`config.mk`:
```
export PLATFORM = sky130hd
export DESIGN_NAME = fetch_unit_flat
export DESIGN_NICKNAME = d
export VERILOG_FILES = /design/src/rtl/fetch_unit_if.sv /design/src/rtl/fetch_unit.sv /design/src/flat_wrapper.sv
export SDC_FILE = /design/constraint.sdc
export NUM_CORES = 1
export LEC_CHECK = 0
export CORE_ASPECT_RATIO = 0.5
export CORE_MARGIN = 3
export CORE_UTILIZATION = 38
export DETAILED_ROUTE_END_ITERATION = 12
export GPL_ROUTABILITY_DRIVEN = 0
export GPL_TIMING_DRIVEN = 0
export SLEW_MARGIN = 5
export SYNTH_ARGS = -nofsm -noshare
export SYNTH_HDL_FRONTEND = slang
export SYNTH_SLANG_ARGS = --single-unit
```
`constraint.sdc`:
```
create_clock -name clk -period 4.4 [get_ports clk]
set_input_delay 0.44 -clock clk [delete_from_list [all_inputs] [get_ports clk]]
set_output_delay 0.44 -clock clk [all_outputs]
set_load 0.02 [all_outputs]
```
`src/rtl/fetch_unit_if.sv`:
```
// Memory, instruction and redirect signals of the byte-prefetch fetch front end.
interface fetch_unit_if #(
  parameter int unsigned ADDR_W = 13
);
  logic              mem_req;
  logic [ADDR_W-1:0] mem_addr;
  logic              mem_gnt;
  logic              mem_rvalid;
  logic [7:0]        mem_rdata;
  logic              inst_valid;
  logic              inst_ready;
  logic [7:0]        inst_op;
  logic [7:0]        inst_ext;
  logic              inst_long;
  logic [ADDR_W-1:0] inst_pc;
  logic [ADDR_W-1:0] inst_next_pc;
  logic              redir_valid;
  logic [ADDR_W-1:0] redir_pc;

  modport master (
    output mem_req, mem_addr,
    input  mem_gnt, mem_rvalid, mem_rdata,
    output inst_valid, inst_op, inst_ext, inst_long, inst_pc, inst_next_pc,
    input  inst_ready, redir_valid, redir_pc
  );

  modport slave (
    input  mem_req, mem_addr,
    output mem_gnt, mem_rvalid, mem_rdata,
    input  inst_valid, inst_op, inst_ext, inst_long, inst_pc, inst_next_pc,
    output inst_ready, redir_valid, redir_pc
  );
endinterface

```
`src/rtl/fetch_unit.sv`:
```
// Byte prefetch buffer that assembles 1/2-byte instructions, with redirect/flush.
// Define FETCH_PERF_EN to add the stall_cnt performance counter output.
module fetch_unit #(
  parameter int unsigned ADDR_W = 13,
  parameter int unsigned DEPTH  = 4
) (
  input  logic         clk,
  input  logic         rst,
  fetch_unit_if.master bus
`ifdef FETCH_PERF_EN
  ,
  output logic [15:0]  stall_cnt
`endif
);
  localparam int unsigned PTR_W = $clog2(DEPTH);
  localparam int unsigned CNT_W = PTR_W + 1;
  localparam int unsigned SUM_W = PTR_W + 2;

  typedef struct packed {
    logic [ADDR_W-1:0] addr;
    logic [7:0]        data;
  } entry_t;

  entry_t            buf_q [DEPTH];
  entry_t            buf_n [DEPTH];
  logic [PTR_W-1:0]  rd_ptr_q, rd_ptr_n, wr_ptr_q, wr_ptr_n;
  logic [CNT_W-1:0]  count_q, count_n, pend_q, pend_n, drop_q, drop_n, pop_len;
  logic [ADDR_W-1:0] fetch_pc_q, fetch_pc_n, resp_pc_q, resp_pc_n;
  logic              issue, pop, push, mem_req_n;
  entry_t            head0, head1, wr_entry;
  logic              head_long, valid_n;

  logic              mem_req_q, inst_valid_q, inst_long_q;
  logic [7:0]        inst_op_q, inst_ext_q;
  logic [ADDR_W-1:0] inst_pc_q, inst_next_pc_q;

  // pend counts every outstanding read; drop is the stale subset still to arrive
  always_comb begin
    issue    = mem_req_q && bus.mem_gnt;
    pop      = inst_valid_q && bus.inst_ready;
    pop_len  = pop ? (inst_long_q ? CNT_W'(2) : CNT_W'(1)) : '0;
    push     = bus.mem_rvalid && (drop_q == '0) && !bus.redir_valid;
    wr_entry.addr = resp_pc_q;
    wr_entry.data = bus.mem_rdata;

    pend_n     = pend_q + CNT_W'(issue) - CNT_W'(bus.mem_rvalid);
    drop_n     = drop_q - CNT_W'(bus.mem_rvalid && (drop_q != '0));
    fetch_pc_n = fetch_pc_q + ADDR_W'(issue);
    resp_pc_n  = resp_pc_q + ADDR_W'(push);
    wr_ptr_n   = wr_ptr_q + PTR_W'(push);
    rd_ptr_n   = rd_ptr_q + PTR_W'(pop_len);
    count_n    = count_q + CNT_W'(push) - pop_len;

    if (bus.redir_valid) begin
      fetch_pc_n = bus.redir_pc;
      resp_pc_n  = bus.redir_pc;
      rd_ptr_n   = '0;
      wr_ptr_n   = '0;
      count_n    = '0;
      drop_n     = pend_n;
    end

    mem_req_n = (SUM_W'(count_n) + SUM_W'(pend_n)) < SUM_W'(DEPTH);

    // Look ahead at the post-edge buffer so the instruction outputs can be registered
    buf_n = buf_q;
    if (push) buf_n[wr_ptr_q] = wr_entry;
    head0     = buf_n[rd_ptr_n];
    head1     = buf_n[rd_ptr_n + PTR_W'(1)];
    head_long = !head0.data[7] || (head0.data[7:5] == 3'b110);
    valid_n   = (count_n >= CNT_W'(2)) || ((count_n == CNT_W'(1)) && !head_long);
  end

  always_ff @(posedge clk) begin
    if (push) buf_q[wr_ptr_q] <= wr_entry;
  end

  always_ff @(posedge clk or negedge rst) begin
    if (!rst) begin
      rd_ptr_q       <= '0;
      wr_ptr_q       <= '0;
      count_q        <= '0;
      pend_q         <= '0;
      drop_q         <= '0;
      fetch_pc_q     <= '0;
      resp_pc_q      <= '0;
      mem_req_q      <= 1'b0;
      inst_valid_q   <= 1'b0;
      inst_long_q    <= 1'b0;
      inst_op_q      <= '0;
      inst_ext_q     <= '0;
      inst_pc_q      <= '0;
      inst_next_pc_q <= '0;
    end else begin
      rd_ptr_q       <= rd_ptr_n;
      wr_ptr_q       <= wr_ptr_n;
      count_q        <= count_n;
      pend_q         <= pend_n;
      drop_q         <= drop_n;
      fetch_pc_q     <= fetch_pc_n;
      resp_pc_q      <= resp_pc_n;
      mem_req_q      <= mem_req_n;
      inst_valid_q   <= valid_n;
      inst_long_q    <= valid_n && head_long;
      inst_op_q      <= valid_n ? head0.data : 8'h00;
      inst_ext_q     <= (valid_n && head_long) ? head1.data : 8'h00;
      inst_pc_q      <= valid_n ? head0.addr : '0;
      inst_next_pc_q <= valid_n ? head0.addr + (head_long ? ADDR_W'(2) : ADDR_W'(1)) : '0;
    end
  end

  assign bus.mem_req      = mem_req_q;
  assign bus.mem_addr     = fetch_pc_q;
  assign bus.inst_valid   = inst_valid_q;
  assign bus.inst_long    = inst_long_q;
  assign bus.inst_op      = inst_op_q;
  assign bus.inst_ext     = inst_ext_q;
  assign bus.inst_pc      = inst_pc_q;
  assign bus.inst_next_pc = inst_next_pc_q;

`ifdef FETCH_PERF_EN
  logic [15:0] stall_q;

  // Cycles where the controller was waiting on an empty/incomplete buffer
  always_ff @(posedge clk or negedge rst) begin
    if (!rst) begin
      stall_q <= '0;
    end else if (bus.redir_valid) begin
      stall_q <= '0;
    end else if (bus.inst_ready && !inst_valid_q && (stall_q != 16'hFFFF)) begin
      stall_q <= stall_q + 16'd1;
    end
  end

  assign stall_cnt = stall_q;
`endif
endmodule

```
`src/flat_wrapper.sv`:
```
// flat-port wrapper written by rule: the top's interface ports become plain ports
module fetch_unit_flat 
#(
  parameter int unsigned ADDR_W = 13,
  parameter int unsigned DEPTH  = 4
)
  (clk, rst, bus_mem_req, bus_mem_addr, bus_mem_gnt, bus_mem_rvalid, bus_mem_rdata, bus_inst_valid, bus_inst_op, bus_inst_ext, bus_inst_long, bus_inst_pc, bus_inst_next_pc, bus_inst_ready, bus_redir_valid, bus_redir_pc);
  fetch_unit_if #(.ADDR_W(ADDR_W)) bus_i ();
  input  logic clk;
  input  logic rst;
  output wire logic [$bits(bus_i.mem_req)-1:0] bus_mem_req;
  output wire logic [$bits(bus_i.mem_addr)-1:0] bus_mem_addr;
  input wire logic [$bits(bus_i.mem_gnt)-1:0] bus_mem_gnt;
  input wire logic [$bits(bus_i.mem_rvalid)-1:0] bus_mem_rvalid;
  input wire logic [$bits(bus_i.mem_rdata)-1:0] bus_mem_rdata;
  output wire logic [$bits(bus_i.inst_valid)-1:0] bus_inst_valid;
  output wire logic [$bits(bus_i.inst_op)-1:0] bus_inst_op;
  output wire logic [$bits(bus_i.inst_ext)-1:0] bus_inst_ext;
  output wire logic [$bits(bus_i.inst_long)-1:0] bus_inst_long;
  output wire logic [$bits(bus_i.inst_pc)-1:0] bus_inst_pc;
  output wire logic [$bits(bus_i.inst_next_pc)-1:0] bus_inst_next_pc;
  input wire logic [$bits(bus_i.inst_ready)-1:0] bus_inst_ready;
  input wire logic [$bits(bus_i.redir_valid)-1:0] bus_redir_valid;
  input wire logic [$bits(bus_i.redir_pc)-1:0] bus_redir_pc;
  assign bus_mem_req = bus_i.mem_req;
  assign bus_mem_addr = bus_i.mem_addr;
  assign bus_i.mem_gnt = bus_mem_gnt;
  assign bus_i.mem_rvalid = bus_mem_rvalid;
  assign bus_i.mem_rdata = bus_mem_rdata;
  assign bus_inst_valid = bus_i.inst_valid;
  assign bus_inst_op = bus_i.inst_op;
  assign bus_inst_ext = bus_i.inst_ext;
  assign bus_inst_long = bus_i.inst_long;
  assign bus_inst_pc = bus_i.inst_pc;
  assign bus_inst_next_pc = bus_i.inst_next_pc;
  assign bus_i.inst_ready = bus_inst_ready;
  assign bus_i.redir_valid = bus_redir_valid;
  assign bus_i.redir_pc = bus_redir_pc;
  fetch_unit #(.ADDR_W(ADDR_W), .DEPTH(DEPTH)) u_core (.clk(clk), .rst(rst), .bus(bus_i));
endmodule
```
# Yosys cells after proc, flatten, opt, wreduce, memory -nomap -nowiden
# Cells that the tools add are included.
totals:
  output_inout_bits: 58
  input_bits: 27
  register_bits: 168
  ramBits: 0
  latchBits: 0
  romBits: 0
  word_cells: 83
  mem_count: 0
classes:
  n_lt_le_gt_ge: 6
  n_shift: 0
  addsub: 12
  mux: 23
  mul: 0
  eq_ne: 2
  n_bitwise: 3
  n_reduce_logical: 15
  div_mod_pow: 0
op_table:
  columns: ["operator", "count"]
  rows:
  - ["21-bit binary-select mux with 2-bit select", 2]
  - ["84-bit bitwise mux", 1]
  - ["84-bit 2-to-1 mux", 1]
  - ["21-bit 2-to-1 mux", 3]
  - ["13-bit 2-to-1 mux", 4]
  - ["21-bit demux with 2-bit select", 1]
  - ["8-bit 2-to-1 mux", 4]
  - ["13-bit by 1-bit adder with 13-bit output", 2]
  - ["13-bit adder", 1]
  - ["3-bit greater-or-equal comparator, second input constant", 3]
  - ["3-bit 2-to-1 mux", 3]
  - ["2-bit inverter with 3-bit output", 3]
  - ["1-bit logical AND", 8]
  - ["2-bit 2-to-1 mux", 4]
  - ["3-bit by 1-bit adder with 3-bit output", 2]
  - ["3-bit by 1-bit subtractor with 3-bit output", 2]
  - ["3-bit by 3-bit adder with 4-bit output", 1]
  - ["4-bit by 3-bit less-than comparator with 1-bit output, second input constant", 1]
  - ["3-bit by 1-bit equality test with 1-bit output, second input constant", 1]
  - ["3-bit equality test, second input constant", 1]
  - ["3-bit by 2-bit greater-or-equal comparator with 1-bit output, second input constant", 1]
  - ["1-bit zero test", 3]
  - ["3-bit zero test", 1]
  - ["3-bit by 1-bit less-than comparator with 1-bit output, second input constant", 1]
  - ["other kinds (6)", 7]

# Longest topological paths before layout
# Gate-level depths: netlist of run 1.
logic_depth:
  depth_word: 17
  mapped_depth: 17
  mapped_depth_nobuf: 15

# Worst setup path before layout of run 1
# No wires, ideal clock.
synth_timing:
  kind: "reg2reg"
  start: "register u_core.inst_valid_q, in the netlist u_core.bus.inst_valid"
  end: "register u_core.inst_next_pc_q[7], in the netlist u_core.bus.inst_next_pc[7]"
  path_slack_ns: 0.536
  arrival_ns: 3.736
  synth_period_minus_slack_ns: 3.864
  required_ns: 4.273
  path_stages_with_launch: 16
  setup_time_ns: 0.127
  cell_sequence: "dfrtp_1 nand2_1 nor2_1 ha_1 xor2_1 xnor2_1 clkbuf_1 clkbuf_1 nor2_1 a221oi_1 ha_1 inv_1 a21o_1 a211o_1 or3_1 mux2_1"
synth_via:
  elab_chain_cells: 14
  word_cells_on_any_way: 21
  cone_classes: "3 x add/sub; 1 x order compare; 2 x eq/ne; 8 x mux; 1 x bitwise; 6 x reduce/logical"
synth_lines:
  columns: ["element", "line", "rtl"]
  rows:
  - ["from (decl)", "fetch_unit.sv:33", "logic mem_req_q, inst_valid_q, inst_long_q;"]
  - ["from (signal assigned)", "fetch_unit.sv:103", "inst_valid_q <= valid_n;"]
  - ["1-bit logical AND (*)", "fetch_unit.sv:40", "pop = inst_valid_q && bus.inst_ready;"]
  - ["3-bit 2-to-1 mux (*)", "fetch_unit.sv:41", "pop_len = pop ? (inst_long_q ? CNT_W'(2) : CNT_W'(1)) : '0;"]
  - ["branches (longest 11 deep; another with 13-bit adder)", null, null]
  - ["13-bit 2-to-1 mux (*)", "fetch_unit.sv:108", "inst_next_pc_q <= valid_n ? head0.addr + (head_long ? ADDR_W'(2) : ADDR_W'(1)) : '0;"]
  - ["to (signal assigned)", "fetch_unit.sv:108", null]
  - ["to (decl)", "fetch_unit.sv:35", "logic [ADDR_W-1:0] inst_pc_q, inst_next_pc_q;"]
# Every way passes the cells marked *. The select of a mux whose other input is x is not followed.

# Final worst setup path of run 1
layout_timing:
  start: "input bus_inst_ready"
  end: "register u_core.inst_next_pc_q[7], in the netlist u_core.bus.inst_next_pc[7]"
layout_via:
  elab_chain_cells: 14
  word_cells_on_any_way: 21
  cone_classes: "3 x add/sub; 1 x order compare; 2 x eq/ne; 8 x mux; 1 x bitwise; 6 x reduce/logical"
layout_lines:
  columns: ["element", "line", "rtl"]
  rows:
  - ["from (decl)", "flat_wrapper.sv:22", "input wire logic [$bits(bus_i.inst_ready)-1:0] bus_inst_ready;"]
  - ["1-bit logical AND (*)", "fetch_unit.sv:40", null]
  - ["3-bit 2-to-1 mux (*)", "fetch_unit.sv:41", null]
  - ["branches (longest 11 deep; another with 13-bit adder)", null, null]
  - ["13-bit 2-to-1 mux (*)", "fetch_unit.sv:108", null]
# Marks and branches as above.

==> reports/results.txt, run 1 <==
First-pass detailed-route iteration total: 5
Via count: 6,231
VDD IR-drop max: 346 uV
Vias in the first global route: 6,334
Setup Viol. Count Final: 0
Port bufs: 84
Crit path required time: 4.71 ns
Detailed router's first-iteration violation count: 509
Leakage: 4.16 nW
Total grt overflow: 0
Final Util: 0.499
Post-synthesis sequential area ratio: 0.500
Crit path max-delay family: buffers and inverters
Distinct cells, synth: 61
Core area: 19,000 sq um
CTS H-Tree Depth: 4
Critical path type: in2reg
EDFF count, synth: 0
Top cells by area, synth: dfrtp_1 28%, dfxtp_1 22%, mux2_2 5.7%
CP bufs+invs: 4
Worst hold path class: in2async
Crit-path cells: clkdlybuf4s50_1 > nand2_1 > nor2_1 > ha_1 > xor2_2 > xnor2_4 > buf_4 > clkbuf_2 > nor2_1 > a221oi_2 > ha_1 > inv_1 > a21o_1 > a211o_1 > or3_1 > mux2_1
Final HPWL DP: 15,000 microns
Largest net degree at the start of global routing: 63
Max Buffers Root-to-Sink: 2
Yosys top cell area share: 0.278
Setup crit end kind: register
Cts bufs inserted: 17
Gate Count Post-Synth: 778
Status: finished, final reports clean
WL final: 20,900 microns
Placed instance area: 8760 sq um
CTS Sinks: 168
# rows: 35
Worst Tran Pin Value: 1.16 ns
Number of remaining DRC errors: 0
Power density cells: 629 nW/um^2
Design area: 9460 sq um
Area growth syn-to-layout: 24.9%
CP max stage cell: clkdlybuf4s50_1
GRT Util Overall: 0.197
First-pass GRT wire length: 33,600 microns
I/O Pins: 85
Hold slack: 0.455 ns
Period Utilization, post-route: 0.953
# Max-Cap Violations: 0
Top cell type by total area after synthesis: dfrtp_1
TritonCTS clock tree: yes
Vias per cell: 5.40
Clk_skew: 0.0132 ns
Worst slew margin: 0.226
Delay of the slowest cell on the worst path: 0.52 ns
DR WL/cell: 18.1 microns
Asr flop ratio synth: 0.500
Fin. Hold Viols: 0
Post-route ant nets: 0
Post-synth top flop: dfxtp_1
Type of origin of the critical path: input pin
Mapped Area: 7570 sq um
Final Net Count: 928
Die Height: 106 microns
Diode count: 0
Layout cells sized above 1: 0.132
Yosys warns: 0
Die span in x: 206 microns
Die area: 21,800 sq um
F_max: 238 MHz
Clock Latency Late Sink: 0.43 ns
Clk pin slew, worst setup/hold paths: 0.08 ns
Worst Path Max Fanout: 10
Arr. time, crit path: 4.51 ns
Synthesized Nets: 824
Starting density of the core: 0.399
Syn_area_per_cell: 9.73 sq um
Minimum clock period: 4.19 ns
RSZ-0062 raised after global routing: true
Initial antenna violation count: 0
Seq cells post-synth: 168
Synth cell count leaders: 84 x dfrtp_1, 84 x dfxtp_1, 84 x nor2_1, 66 x nand2_1, 56 x nand3_1
Clock root buffer: clkbuf_16
Final Max Slew Viols: 0
Setup TNS: 0 ns
-- logic make-up after synthesis --
family          synth area share
fa+ha+maj                 0.0334
buf+inv                   0.0410
xor+xnor                  0.0405
simple gates               0.187
compound gates             0.123
flops                      0.500
mux                       0.0745
-- power by group --
part	switching, mW	internal, mW	total, mW
Combinational	1.44	0.953	2.40
Sequential	0.145	1.90	2.05
Clock	0.735	0.768	1.50
Total	2.32	3.63	5.95
-- final timing paths --
path	startpoint	to	slack (ns)	cells after the start
setup / recovery	bus_inst_ready	u_core.bus.inst_next_pc[7]	0.21	16
hold / removal	rst	u_core.bus.mem_req	0.45	2
setup reg to reg	u_core.bus.inst_valid	u_core.bus.inst_next_pc[7]	0.32	15
hold reg to reg	u_core.buf_q[19]	u_core.buf_q[19]	0.47	2
max in group asynchronous	rst	u_core.bus.inst_pc[4]	3.32	3
min in group clk	u_core.buf_q[19]	u_core.buf_q[19]	0.47	2
-- per-stage QoR --
stage | worst slack [ns] | power [mW] | std cells
detailed placement | -1.06 | 4.40 | 1122
finish | 0.205 | 5.95 | 1154
CTS | 0.0293 | 5.92 | 1154
global placement | -1.00 | 4.35 | 1121
global route | -0.0272 | 6.30 | 1154
floorplan | 0.536 | 3.51 | 778
-- layout make-up --
cell class	instances	area, sq um
buffer	41	184
clock buffer	17	425
clock inverter	15	173
fill	1757	9510
inverter	32	120
multi-input combinational	534	3550
sequential	168	3780
tap	259	324
timing repair buffer	88	891
-- state kept, by name, indices dropped and copies added (netlist names) --
signal and cells:
u_core.buf_q 84, u_core.bus.inst_next_pc 13, u_core.bus.inst_pc 13, u_core.bus.mem_addr 13, u_core.resp_pc_q 13, u_core.bus.inst_ext 8, u_core.bus.inst_op 8, u_core.count_q 3
u_core.drop_q 3, u_core.pend_q 3, u_core.rd_ptr_q 2, u_core.wr_ptr_q 2, u_core.bus.inst_long 1, u_core.bus.inst_valid 1, u_core.bus.mem_req 1
-- worst reg2reg max path, delay by kind of cell, from the launching register on --
kind / cells / cell delay, ns
muxes: 1 / 0.32
xor gates and xnor gates: 2 / 0.54
and+or+nand+nor: 4 / 0.71
adders and majority gates: 2 / 0.54
DFF: 1 / 0.42
AOI/OAI and AO/OA: 3 / 0.83
buffers and inverters: 3 / 0.61
-- repair_timing --
action | CTS | global route
endpoints found under the setup margin | 11 | 24
resized for setup | 7 | 10
hold buffers | 1 | 0
setup buffers | 0 | 2
hold endpoints to repair | 22 | 0
pin swaps | 0 | 2
-- placed cells by master (no fill, tap or decap), drive strengths merged, types with 23 or more instances in the layout --
cell type | Yosys | final
dfrtp | 84 | 84
buf | 21 | 26
clkbuf | 23 | 36
nor2 | 84 | 84
dfxtp | 84 | 84
o21ai | 58 | 58
mux2 | 40 | 40
inv | 32 | 40
clkdlybuf4s50 | 0 | 83
nand2 | 67 | 67
a211oi | 23 | 23
nand3 | 56 | 56
-- per-layer routing --
layer | GRT usage | part of all wire
met3 | 0.0423 | 0.067
met2 | 0.294 | 0.43
met1 | 0.285 | 0.49
met4 | 0.0609 | 0.012
met5 | 0 | 0
Power figures use the tool's default switching activity.
==> run 2, diff against run 1 <==
CTS_CLUSTER_SIZE = 40   (was not set)
==> results of run 2 <==
The final DEF is identical to that of run 1; final timing and power are the same.
